### src/rtl/mult_lastn_pkg.sv
// Shared constants for the last-N sample multiplier: FSM encoding,
// the legal window depth range and a counter-width helper.
package mult_lastn_pkg;

    localparam logic [0:0] ST_IDLE = 1'b0;
    localparam logic [0:0] ST_CALC = 1'b1;

    localparam int D_MIN = 2;
    localparam int D_MAX = 8;

    // Width of a counter that has to reach depth-1 (never narrower than one bit)
    function automatic int cntWidth(input int depth);
        return (depth <= 2) ? 1 : $clog2(depth);
    endfunction

endpackage

### src/rtl/mult_lastn_win.sv
// Window of the D most recent accepted samples, newest in the low W bits.
// Slots that have never been written since reset read as zero.
module mult_lastn_win #(
    parameter int W = 4,
    parameter int D = 2
) (
    input  logic           clk,
    input  logic           rst,
    input  logic           shift,
    input  logic [W-1:0]   din,
    output logic [W*D-1:0] win
);

    logic [W*D-1:0] win_q;

    // Shift a new sample in at slot 0 and drop the oldest one from the top
    always_ff @(posedge clk or posedge rst) begin
        if (rst) begin
            win_q <= '0;
        end else if (shift) begin
            win_q <= {win_q[W*D-W-1:0], din};
        end
    end

    assign win = win_q;

endmodule

### src/rtl/mult_lastn.sv
// Multiplies the last D accepted samples together, one multiply per cycle,
// and presents the full-width product with a single-cycle valid pulse.
// Samples equal to a loadable ignore value are never accepted.
module mult_lastn
    import mult_lastn_pkg::*;
#(
    parameter int           W   = 4,
    parameter int           D   = 2,
    parameter logic [W-1:0] IGN = '0
) (
    input  logic           clk,
    input  logic           rst,
    input  logic [W-1:0]   in,
    input  logic           in_valid,
    output logic           in_ready,
    input  logic           ld,
    output logic [W*D-1:0] out,
    output logic           out_valid
);

    localparam int OW = W * D;
    localparam int CW = cntWidth(D);

    generate
        if (D < D_MIN || D > D_MAX) begin : gBadDepth
            $error("mult_lastn: window depth D out of range");
        end
    endgenerate

    logic [0:0]    state_q, state_d;
    logic [CW-1:0] cnt_q, cnt_d;
    logic [OW-1:0] acc_q, acc_d;
    logic [W-1:0]  ign_q, ign_d;
    logic [OW-1:0] out_q, out_d;
    logic          outValid_q, outValid_d;

    logic [OW-1:0] winFlat;
    logic [W-1:0]  curSample;
    logic [OW-1:0] product;
    logic          accept;

    mult_lastn_win #(
        .W(W),
        .D(D)
    ) uWin (
        .clk  (clk),
        .rst  (rst),
        .shift(accept),
        .din  (in),
        .win  (winFlat)
    );

    assign in_ready  = (state_q == ST_IDLE);
    assign accept    = in_valid && in_ready && !ld && (in != ign_q);
    assign curSample = winFlat[cnt_q*W +: W];
    assign product   = acc_q * OW'(curSample);

    // Next-state logic: a load only touches the ignore value, so it can
    // overlap a running calculation; the window is read after it has shifted
    always_comb begin
        state_d    = state_q;
        cnt_d      = cnt_q;
        acc_d      = acc_q;
        ign_d      = ign_q;
        out_d      = out_q;
        outValid_d = 1'b0;
        if (ld) begin
            ign_d = in;
        end
        case (state_q)
            ST_IDLE: begin
                if (accept) begin
                    acc_d   = OW'(in);
                    cnt_d   = CW'(1);
                    state_d = ST_CALC;
                end
            end
            ST_CALC: begin
                acc_d = product;
                if (cnt_q == CW'(D - 1)) begin
                    out_d      = product;
                    outValid_d = 1'b1;
                    cnt_d      = '0;
                    state_d    = ST_IDLE;
                end else begin
                    cnt_d = cnt_q + CW'(1);
                end
            end
            default: begin
                state_d = ST_IDLE;
            end
        endcase
    end

    // State registers; reset drops any calculation in flight
    always_ff @(posedge clk or posedge rst) begin
        if (rst) begin
            state_q    <= ST_IDLE;
            cnt_q      <= '0;
            acc_q      <= '0;
            ign_q      <= IGN;
            out_q      <= '0;
            outValid_q <= 1'b0;
        end else begin
            state_q    <= state_d;
            cnt_q      <= cnt_d;
            acc_q      <= acc_d;
            ign_q      <= ign_d;
            out_q      <= out_d;
            outValid_q <= outValid_d;
        end
    end

    assign out       = out_q;
    assign out_valid = outValid_q;

endmodule

### config.mk
export PLATFORM = sky130hd
export DESIGN_NAME = mult_lastn
export DESIGN_NICKNAME = d
export VERILOG_FILES = /design/src/rtl/mult_lastn_pkg.sv /design/src/rtl/mult_lastn_win.sv /design/src/rtl/mult_lastn.sv
export SDC_FILE = /design/constraint.sdc
export NUM_CORES = 1
export LEC_CHECK = 0
export ABC_AREA = 1
export CAP_MARGIN = 40
export CORE_MARGIN = 3
export CORE_UTILIZATION = 50
export CTS_CLUSTER_SIZE = 30
export DETAILED_ROUTE_END_ITERATION = 12
export DONT_BUFFER_PORTS = 1
export PLACE_DENSITY = 0.61
export SLEW_MARGIN = 15
export SYNTH_ARGS = -nofsm -noshare
export SYNTH_HDL_FRONTEND = slang
export SYNTH_HIERARCHICAL = 1
export SYNTH_SLANG_ARGS = --single-unit
### constraint.sdc
create_clock -name clk -period 3.86 [get_ports clk]
set_clock_uncertainty 0.05 [all_clocks]
set_input_delay 0.772 -clock clk [delete_from_list [all_inputs] [get_ports clk]]
set_output_delay 0.772 -clock clk [all_outputs]
set_load 0.02 [all_outputs]
==> impl_metrics.py, run 1 <==
metrics = {
    "global_route": {
        "use_met1_pct": 30.2,
        "use_met3_pct": 6.24,
        "gr-max-usage-layer": "met2",
        "overflow": 0,
        "track_usage_pct": 22.3,
        "grt_pass1_wl_um": 7380,
        "antenna_found_initial": 0,
        "grt_pass1_vias": 1570,
        "use_met2_pct": 34.3,
        "grt_max_degree": 15,
    },
    "placement": {
        "dpl_cell_area_um2": 1970,
        "port_buffers": 0,
        "post-dp-hpwl_um": 3340,
        "gp_congestion": 0.909,
    },
    "clock_network": {
        "worst_skew_pair.late_latency_ns": 0.28,
        "cts_made_buffers": 5,
        "cts_hold_buf": 0,
        "htree_levels": 2,
        "clkTransAtPathRegs_ns": 0.07,
        "post_cts_resized": 0,
        "cts_sinks": 31,
        "post_cts_buffers": 0,
        "root_buffer": "clkbuf_8",
        "max-clock-path-buffers": 2,
        "tritoncts": "built",
    },
    "synth": {
        "ys_warn_count": 6,
        "ys_types": 23,
        "synth_fp_nets": 271,
        "async_flop_share_pct": 100,
        "yosysSeqAreaShare_pct": 40.2,
        "synth.most_common_cell": "nand2_1",
        "synth_area_leaders": "dfrtp_1 (40%), nand2_1 (16%), fa_1 (9.3%)",
        "synth_edf_count": 0,
        "synth_commonest_cells": "nand2_1 (84), inv_1 (41), dfrtp_1 (31)",
        "synthFlopType": "dfrtp_1",
        "synth_top_cell_by_area": "dfrtp_1",
        "synthCells": 246,
        "synthesis.area_um2": 1930,
        "synth.top_cell.area_share_pct": 40.2,
        "ys_seq_elements": 31,
        "avgSynthCellArea_um2": 7.84,
    },
    "cells_and_area": {
        "area_growth_pct": 6.75,
        "fillers": 360,
        "drive_gt1_share_pct": 6.40,
        "stdcell_area_um2": 2060,
        "diodes": 0,
        "utilization_pct": 58.5,
        "multi_input_area_um2": 963,
        "ff_latch_area_um2": 776,
        "final_nets": 274,
    },
    "sta": {
        "fin_tns_setup_ns": 0,
        "setup_viol": 0,
        "clock.fmax_ghz": 0.300,
        "fin_crit_sh_pct": 86.5,
        "finalHoldViolations": 0,
        "fin_crit_ns": 3.34,
        "whs_ns": 0.266,
        "max_slew_margin_pct": 61.6,
        "grt_setup_unrepaired": "false",
        "slew_viol_final": 0,
        "tightest_slew_ns": 0.576,
    },
    "routing": {
        "via_per_inst": 5.01,
        "routed_wirelength_um": 4160,
        "drtPass1Iterations": 6,
        "ant_nets": 0,
        "drc": 0,
        "vias": 1484,
        "wl_per_cell_um": 14.0,
        "drt_iter0_markers": 111,
    },
    "setup_path": {
        "critical_path_class": "reg -> reg",
        "critPathLaunchType": "register",
        "worst-r2r-cell-count": 19,
        "end_kind": "register",
        "arrival_ns": 3.46,
        "crit_fanout": 6,
        "critPathRequiredTime_ns": 3.98,
    },
    "die": {
        "pin_count": 18,
        "fp.dieW_um": 68.1,
        "die-area_um2": 4640,
        "initial_core_util_pct": 54.8,
        "rows": 21,
        "coreArea_um2": 3520,
        "die_h_um": 68.1,
    },
    "run": {
        "maxCapViolCount": 0,
    },
    "outcome": {
        "status": "complete, no violations",
    },
    "pwr": {
        "power.density_nw_per_um2": 950,
        "leakagePower_nw": 1.13,
        "power_mw": 1.96,
        "vdd_ir_drop_max_uv": 417,
    },
    "min_path": {
        "hp-class": "in -> async",
    },
}
layout make-up:
type / instances / share of cell area [%]
Clock inverter: 2 / 0.608
Timing Repair Buffer: 1 / 0.729
Clock buffer: 6 / 3.53
Tap cell: 46 / 2.80
Inverter: 43 / 7.84
Multi-Input combinational cell: 167 / 46.8
Sequential cell: 31 / 37.7
cells in the final DEF, fill, tap and decap left out, drive strengths merged:
| cell type | instances |
|---|---|
| a21o | 1 |
| a21oi | 5 |
| buf | 1 |
| clkbuf | 6 |
| clkinv | 1 |
| clkinvlp | 1 |
| dfrtp | 31 |
| fa | 9 |
| ha | 8 |
| inv | 43 |
| nand2 | 89 |
| nand3 | 9 |
| nand3b | 1 |
| nand4 | 1 |
| nor2 | 20 |
| o211ai | 4 |
| o21ai | 10 |
| o22ai | 2 |
| xnor2 | 7 |
| xor2 | 1 |
logic make-up (layout without fill, tap and decap cells):
kind of cell	Yosys count	in the layout	synth area share [%]
DFF	31	31	40.2
buffers and inverters	48	52	9.80
AOI/OAI and AO/OA	22	22	6.49
adders and majority gates	17	17	14.5
and+or+nand+nor	120	120	25.3
xor gates and xnor gates	8	8	3.63
through the flow:
stage	worst slack, ns	std cells
2_1_floorplan	0.877	246
5_1_grt	0.250	296
4_1_cts	0.524	296
3_3_place_gp	0.577	287
6_report	0.522	296
3_5_place_dp	0.538	288
layer usage:
layer	routed length (um)	up-vias
li1	-	751
met1	2080	707
met3	159	4
met5	0	-
met4	53	0
met2	1870	22
flip-flops by register name (all words and copies together) (netlist names):
name       flops
uWin/win       8
out            8
acc_q          8
cnt_q          1
out_valid      1
state_q        1
ign_q          4
where the power goes:
part,internal (mW),total (mW),switching [mW],leakage [nW]
registers,0.461,0.613,0.152,0.387
clock network,0.126,0.248,0.122,0.0412
logic,0.379,1.10,0.716,0.699
total,0.966,1.96,0.990,1.13
path summary, 6_finish.rpt:
path | startpoint | end | slack, ns
worst min-delay path | rst | uWin/win[2]$_DFFE_PP0P_ | 0.27
worst max register to register | cnt_q$_DFFE_PP0P_ | out[7]$_DFFE_PP0P_ | 0.52
max in group asynchronous | rst | ign_q[1]$_DFFE_PP0P_ | 2.96
worst min register to register | uWin/win[5]$_DFFE_PP0P_ | uWin/win[5]$_DFFE_PP0P_ | 0.44
worst max-delay path | cnt_q$_DFFE_PP0P_ | out[7]$_DFFE_PP0P_ | 0.52
min in group clk | uWin/win[5]$_DFFE_PP0P_ | uWin/win[5]$_DFFE_PP0P_ | 0.44
worst max-delay path, stage by stage, from the launching register on:
cell and delay, ns:
dfrtp_1 0.43, inv_2 0.09, nand2_1 0.08, nand2_2 0.08, inv_1 0.12, nor2_1 0.07, fa_1 0.50, inv_1 0.06
fa_1 0.54, inv_1 0.05, ha_1 0.34, nand3_1 0.10, nand3b_1 0.11, nand2_1 0.08, nand2_1 0.06, a21o_1 0.17
inv_1 0.05, nand2_1 0.09, nand3_1 0.10, nand2_1 0.05
Note: power is estimated with default switching activity, not from simulation.
==> run 2, diff against run 1 <==
- CORE_UTILIZATION: 50 -> 40
- PLACE_DENSITY: 0.61 -> 0.5
==> run 2 against run 1 <==
  * Worst setup slack better by 0.074 ns
  * Maximum frequency rose by 2.3%
  * Hold slack better by 0.0055 ns
  * Non-clock buffer count is the same
  * Design area rose by 0.18%
  * Core utilization decreased by 13 points
  * Count of clock-buffer cells in the layout grew 1
  * Clock power shrank 2%
  * Sequential cell count is the same
  * Critical path depth unchanged
  * Via count shrank 3.2%
  * Final cell count increased by 2.0%
==> impl_metrics.py, run 2 (synthesis gave the netlist of run 1 again) <==
metrics = {
    "pwr": {
        "clkPwrFrac_pct": 12.5,
        "power_mw": 1.93,
        "pwr-share-comb_pct": 55.8,
        "p_seq_share_pct": 31.7,
        "p_int_mw": 0.968,
        "swShare_pct": 49.9,
        "p_sw_mw": 0.966,
        "power.density_nw_per_um2": 938,
        "leakagePower_nw": 1.13,
        "vdd_ir_drop_max_uv": 379,
    },
    "clock_network": {
        "cts_hold_buf": 0,
        "htree_levels": 2,
        "root_buffer": "clkbuf_8",
        "cts_made_buffers": 5,
        "tritoncts": "built",
        "worst_skew_pair.late_latency_ns": 0.28,
        "cts_sinks": 31,
        "post_cts_resized": 0,
        "post_cts_buffers": 0,
        "clkTransAtPathRegs_ns": 0.06,
        "max-clock-path-buffers": 2,
    },
    "global_route": {
        "grt_max_degree": 15,
        "track_usage_pct": 17.2,
        "overflow": 0,
        "antenna_found_initial": 0,
        "use_met3_pct": 5.01,
        "use_met1_pct": 26.1,
        "use_met2_pct": 23.8,
        "gr-max-usage-layer": "met1",
        "grt_pass1_vias": 1344,
        "grt_pass1_wl_um": 7040,
    },
    "cells_and_area": {
        "final_common_cell": "nand2_1",
        "utilization_pct": 45.8,
        "area_growth_pct": 6.94,
        "final_nets": 274,
        "diodes": 0,
        "drive_gt1_share_pct": 6.00,
        "final_cell_mix": "nand2_1 (84), inv_1 (41), dfrtp_1 (31)",
    },
    "sta": {
        "tightest_slew_ns": 0.585,
        "slew_viol_final": 0,
        "whs_ns": 0.272,
        "fin_crit_ns": 3.26,
        "grt_setup_unrepaired": "false",
        "setup_viol": 0,
        "fin_crit_sh_pct": 84.6,
        "setup_ws_ns": 0.596,
        "fin_tns_setup_ns": 0,
        "finalHoldViolations": 0,
        "clock.fmax_ghz": 0.306,
        "max_slew_margin_pct": 60.9,
    },
    "min_path": {
        "hp-class": "in -> async",
    },
    "routing": {
        "wl_per_cell_um": 14.0,
        "vias": 1436,
        "drtPass1Iterations": 4,
        "drc": 0,
        "ant_nets": 0,
        "drt_iter0_markers": 91,
        "routed_wirelength_um": 4220,
        "via_per_inst": 4.75,
    },
    "placement": {
        "port_buffers": 0,
        "gp_congestion": 0.854,
        "post-dp-hpwl_um": 3400,
        "dp_slack_ns": 0.601,
    },
    "die": {
        "pin_count": 18,
        "die_h_um": 75.4,
        "rows": 24,
        "die-area_um2": 5690,
        "initial_core_util_pct": 42.8,
        "fp.dieW_um": 75.4,
        "coreArea_um2": 4500,
    },
    "setup_path": {
        "crit_fanout": 6,
        "arrival_ns": 3.39,
        "critical_path_class": "reg -> reg",
        "end_kind": "register",
        "critPathLaunchType": "register",
        "ff2ff_setup_slack_ns": 0.60,
        "critPathRequiredTime_ns": 3.98,
    },
    "outcome": {
        "status": "complete, no violations",
    },
    "run": {
        "maxCapViolCount": 0,
    },
}
[run 2: path summary, 6_finish.rpt]
check	cells after the start	to	from
setup reg to reg	19	acc_q[7]$_DFFE_PP0P_	cnt_q$_DFFE_PP0P_
hold reg to reg	2	uWin/win[4]$_DFFE_PP0P_	uWin/win[4]$_DFFE_PP0P_
setup / recovery	19	acc_q[7]$_DFFE_PP0P_	cnt_q$_DFFE_PP0P_
max in group asynchronous	2	acc_q[3]$_DFFE_PP0P_	rst
hold / removal	1	uWin/win[3]$_DFFE_PP0P_	rst
min in group clk	2	uWin/win[4]$_DFFE_PP0P_	uWin/win[4]$_DFFE_PP0P_
[run 2: cell type report]
class	count	area (um^2)
fill	455	2440
multi-input combinational	167	963
sequential	31	776
inverter	43	161
clock buffer	7	76.3
tap	52	65.1
timing repair buffer	1	15.0
clock inverter	1	5.00
[run 2: routing by layer]
metal  vias up  routed length, um
met5         -                  0
met3         4                177
met1       663               2240
met4         0                 32
li1        750                  -
met2        19               1770
[run 2: power by group through the flow]
stage	sequential [mW]	clock (mW)	combinational, mW
finish	0.613	0.242	1.08
global route	0.630	0.260	1.27
CTS	0.613	0.248	1.10
detailed placement	0.616	0	1.09
global placement	0.621	0	1.10
floorplan	0.580	0	0.853
[run 2: critical path: stages, from the launching register on]
cell and delay (ns):
dfrtp_1 0.44, inv_2 0.10, nand2_1 0.08, nand2_2 0.09
inv_1 0.11, nor2_1 0.07, fa_1 0.51, inv_1 0.06
fa_1 0.52, inv_1 0.05, ha_1 0.34, nand3_1 0.11
nand3b_1 0.11, nand2_1 0.08, nand2_1 0.05, a21o_1 0.18
inv_1 0.06, nand2_1 0.06, nand3_1 0.07, nand2_1 0.05
[run 2: stage by stage]
| stage | instance area (um^2) | cells |
|---|---|---|
| after floorplan | 1930 | 246 |
| after global placement | 1970 | 293 |
| after detailed placement | 1980 | 294 |
| after CTS | 2060 | 302 |
| after global routing | 2060 | 302 |
| final | 2060 | 302 |
==> run 3, diff against run 2 <==
- clock period: 3.86 -> 3.25 ns (I/O delays scaled with it)
==> run 3 against run 2 <==
  * Register-to-register slack worse by 0.45 ns
  * Routed wire length up 3.7%
  * Core utilization up 1.9 points
  * Count of clock-buffer cells in the layout unchanged
  * Sequential share of layout area down 1.4 points
  * First-iteration DRC count down 27%
  * Final cell count up 2.0%
  * Non-clock buffer count up 6
==> impl_metrics.py, run 3 (synthesis gave the netlist of run 1 again) <==
metrics = {
    "cells_and_area": {
        "final_nets": 280,
        "final_common_cell": "nand2_1",
        "utilization_pct": 47.6,
        "final_cell_mix": "nand2_1 (84), inv_1 (40), dfrtp_1 (30)",
        "diodes": 0,
        "drive_gt1_share_pct": 10.5,
        "area_growth_pct": 11.3,
    },
    "setup_path": {
        "r2r_start": "cnt_q$_DFFE_PP0P_",
        "end_kind": "register",
        "crit_fanout": 5,
        "critPathLaunchType": "register",
        "critical_path_class": "reg -> reg",
        "critPathRequiredTime_ns": 3.37,
        "crit_start": "cnt_q$_DFFE_PP0P_",
        "arrival_ns": 3.22,
    },
    "clock_network": {
        "cts_made_buffers": 5,
        "cts_sinks": 31,
        "max-clock-path-buffers": 2,
        "htree_levels": 2,
        "clkTransAtPathRegs_ns": 0.07,
        "worst_skew_pair.late_latency_ns": 0.28,
        "root_buffer": "clkbuf_8",
        "tritoncts": "built",
    },
    "die": {
        "fp.dieW_um": 75.4,
        "die-area_um2": 5690,
        "die_h_um": 75.4,
        "initial_core_util_pct": 42.8,
        "rows": 24,
        "pin_count": 18,
        "coreArea_um2": 4500,
    },
    "sta": {
        "fin_tns_setup_ns": 0,
        "setup_viol": 0,
        "slew_viol_final": 0,
        "finalHoldViolations": 0,
        "clock.fmax_ghz": 0.322,
        "tightest_slew_ns": 0.603,
        "fin_crit_sh_pct": 95.4,
        "max_slew_margin_pct": 59.8,
        "fin_crit_ns": 3.10,
    },
    "global_route": {
        "grt_max_degree": 15,
        "grt_pass1_wl_um": 7160,
        "grt_pass1_vias": 1405,
        "track_usage_pct": 17.5,
        "antenna_found_initial": 0,
        "overflow": 0,
    },
    "routing": {
        "ant_nets": 0,
        "drt_iter0_markers": 66,
        "wl_per_cell_um": 14.2,
        "vias": 1486,
        "routed_wirelength_um": 4380,
        "via_per_inst": 4.82,
        "drtPass1Iterations": 4,
        "drc": 0,
    },
    "pwr": {
        "p_int_mw": 1.27,
        "vdd_ir_drop_max_uv": 474,
        "p_seq_share_pct": 29.4,
        "pwr-share-comb_pct": 58.8,
        "leakagePower_nw": 1.16,
        "power.density_nw_per_um2": 1150,
        "swShare_pct": 48.7,
        "clkPwrFrac_pct": 11.8,
        "p_sw_mw": 1.20,
    },
    "min_path": {
        "hp-class": "in -> async",
    },
    "placement": {
        "post-dp-hpwl_um": 3460,
        "gp_congestion": 0.881,
        "port_buffers": 0,
    },
    "run": {
        "maxCapViolCount": 0,
    },
    "outcome": {
        "status": "complete, no violations",
    },
}
[run 3: final cells by class]
| cell class | instances | area (um^2) |
|---|---|---|
| timing repair buffer | 7 | 72.6 |
| inverter | 43 | 164 |
| sequential | 31 | 777 |
| tap | 52 | 65.1 |
| clock buffer | 7 | 76.3 |
| multi-input combinational | 167 | 986 |
| clock inverter | 1 | 5.00 |
| fill | 466 | 2360 |
[run 3: through the flow]
step           area [um^2]  worst slack, ns  hold WS [ns]  power [mW]  instances
4_1_cts               2100           0.0147         0.149        2.40        306
3_3_place_gp          1990           0.0205         0.415        2.10        296
3_5_place_dp          2020         -0.00630         0.414        2.09        297
5_1_grt               2150          -0.0127         0.167        2.73        308
2_1_floorplan         1930            0.267         0.392        1.70        246
6_report              2150            0.148         0.149        2.47        308
[run 3: path summary, 6_finish.rpt]
path / cells after the start / slack [ns] / end
min in group clk: 1 / 0.40 / ign_q[1]$_DFFE_PP0P_
max in group asynchronous: 2 / 2.48 / cnt_q$_DFFE_PP0P_
worst min register to register: 2 / 0.43 / uWin/win[4]$_DFFE_PP0P_
worst max register to register: 17 / 0.15 / out[7]$_DFFE_PP0P_
worst max-delay path: 17 / 0.15 / out[7]$_DFFE_PP0P_
worst min-delay path: 1 / 0.15 / uWin/win[3]$_DFFE_PP0P_
[run 3: layer usage]
layer,share of wire [%],track usage [%]
met1,52,26.5
met2,42,24.3
met3,4.7,4.35
met4,1.0,5.83
met5,0,0
[run 3: critical path, stage by stage (launching register included)]
cell	delay, ns
dfrtp_2	0.45
nand2_1	0.11
nand2_2	0.09
inv_1	0.07
nand2_1	0.07
fa_1	0.54
inv_1	0.06
fa_2	0.61
ha_1	0.24
nand3_1	0.07
nand3b_1	0.11
nand2_1	0.08
nand2_1	0.04
a21o_1	0.18
inv_1	0.06
nand2_1	0.06
nand3_1	0.07
nand2_1	0.05
[run 3: repair_timing]
| item | 4_1_cts | 5_1_grt |
|---|---|---|
| hold buffers | 0 | 0 |
| gates resized for setup | 0 | 7 |
| buffers inserted | 1 | 2 |
| setup endpoints to repair | 2 | 6 |
| pin swaps | 0 | 2 |
[run 3: power groups by stage]
stage	logic, mW	clock network, mW	registers, mW
finish	1.45	0.290	0.726
global route	1.66	0.320	0.748
CTS	1.38	0.298	0.726
detailed placement	1.36	0	0.731
global placement	1.37	0	0.734
floorplan	1.01	0	0.689
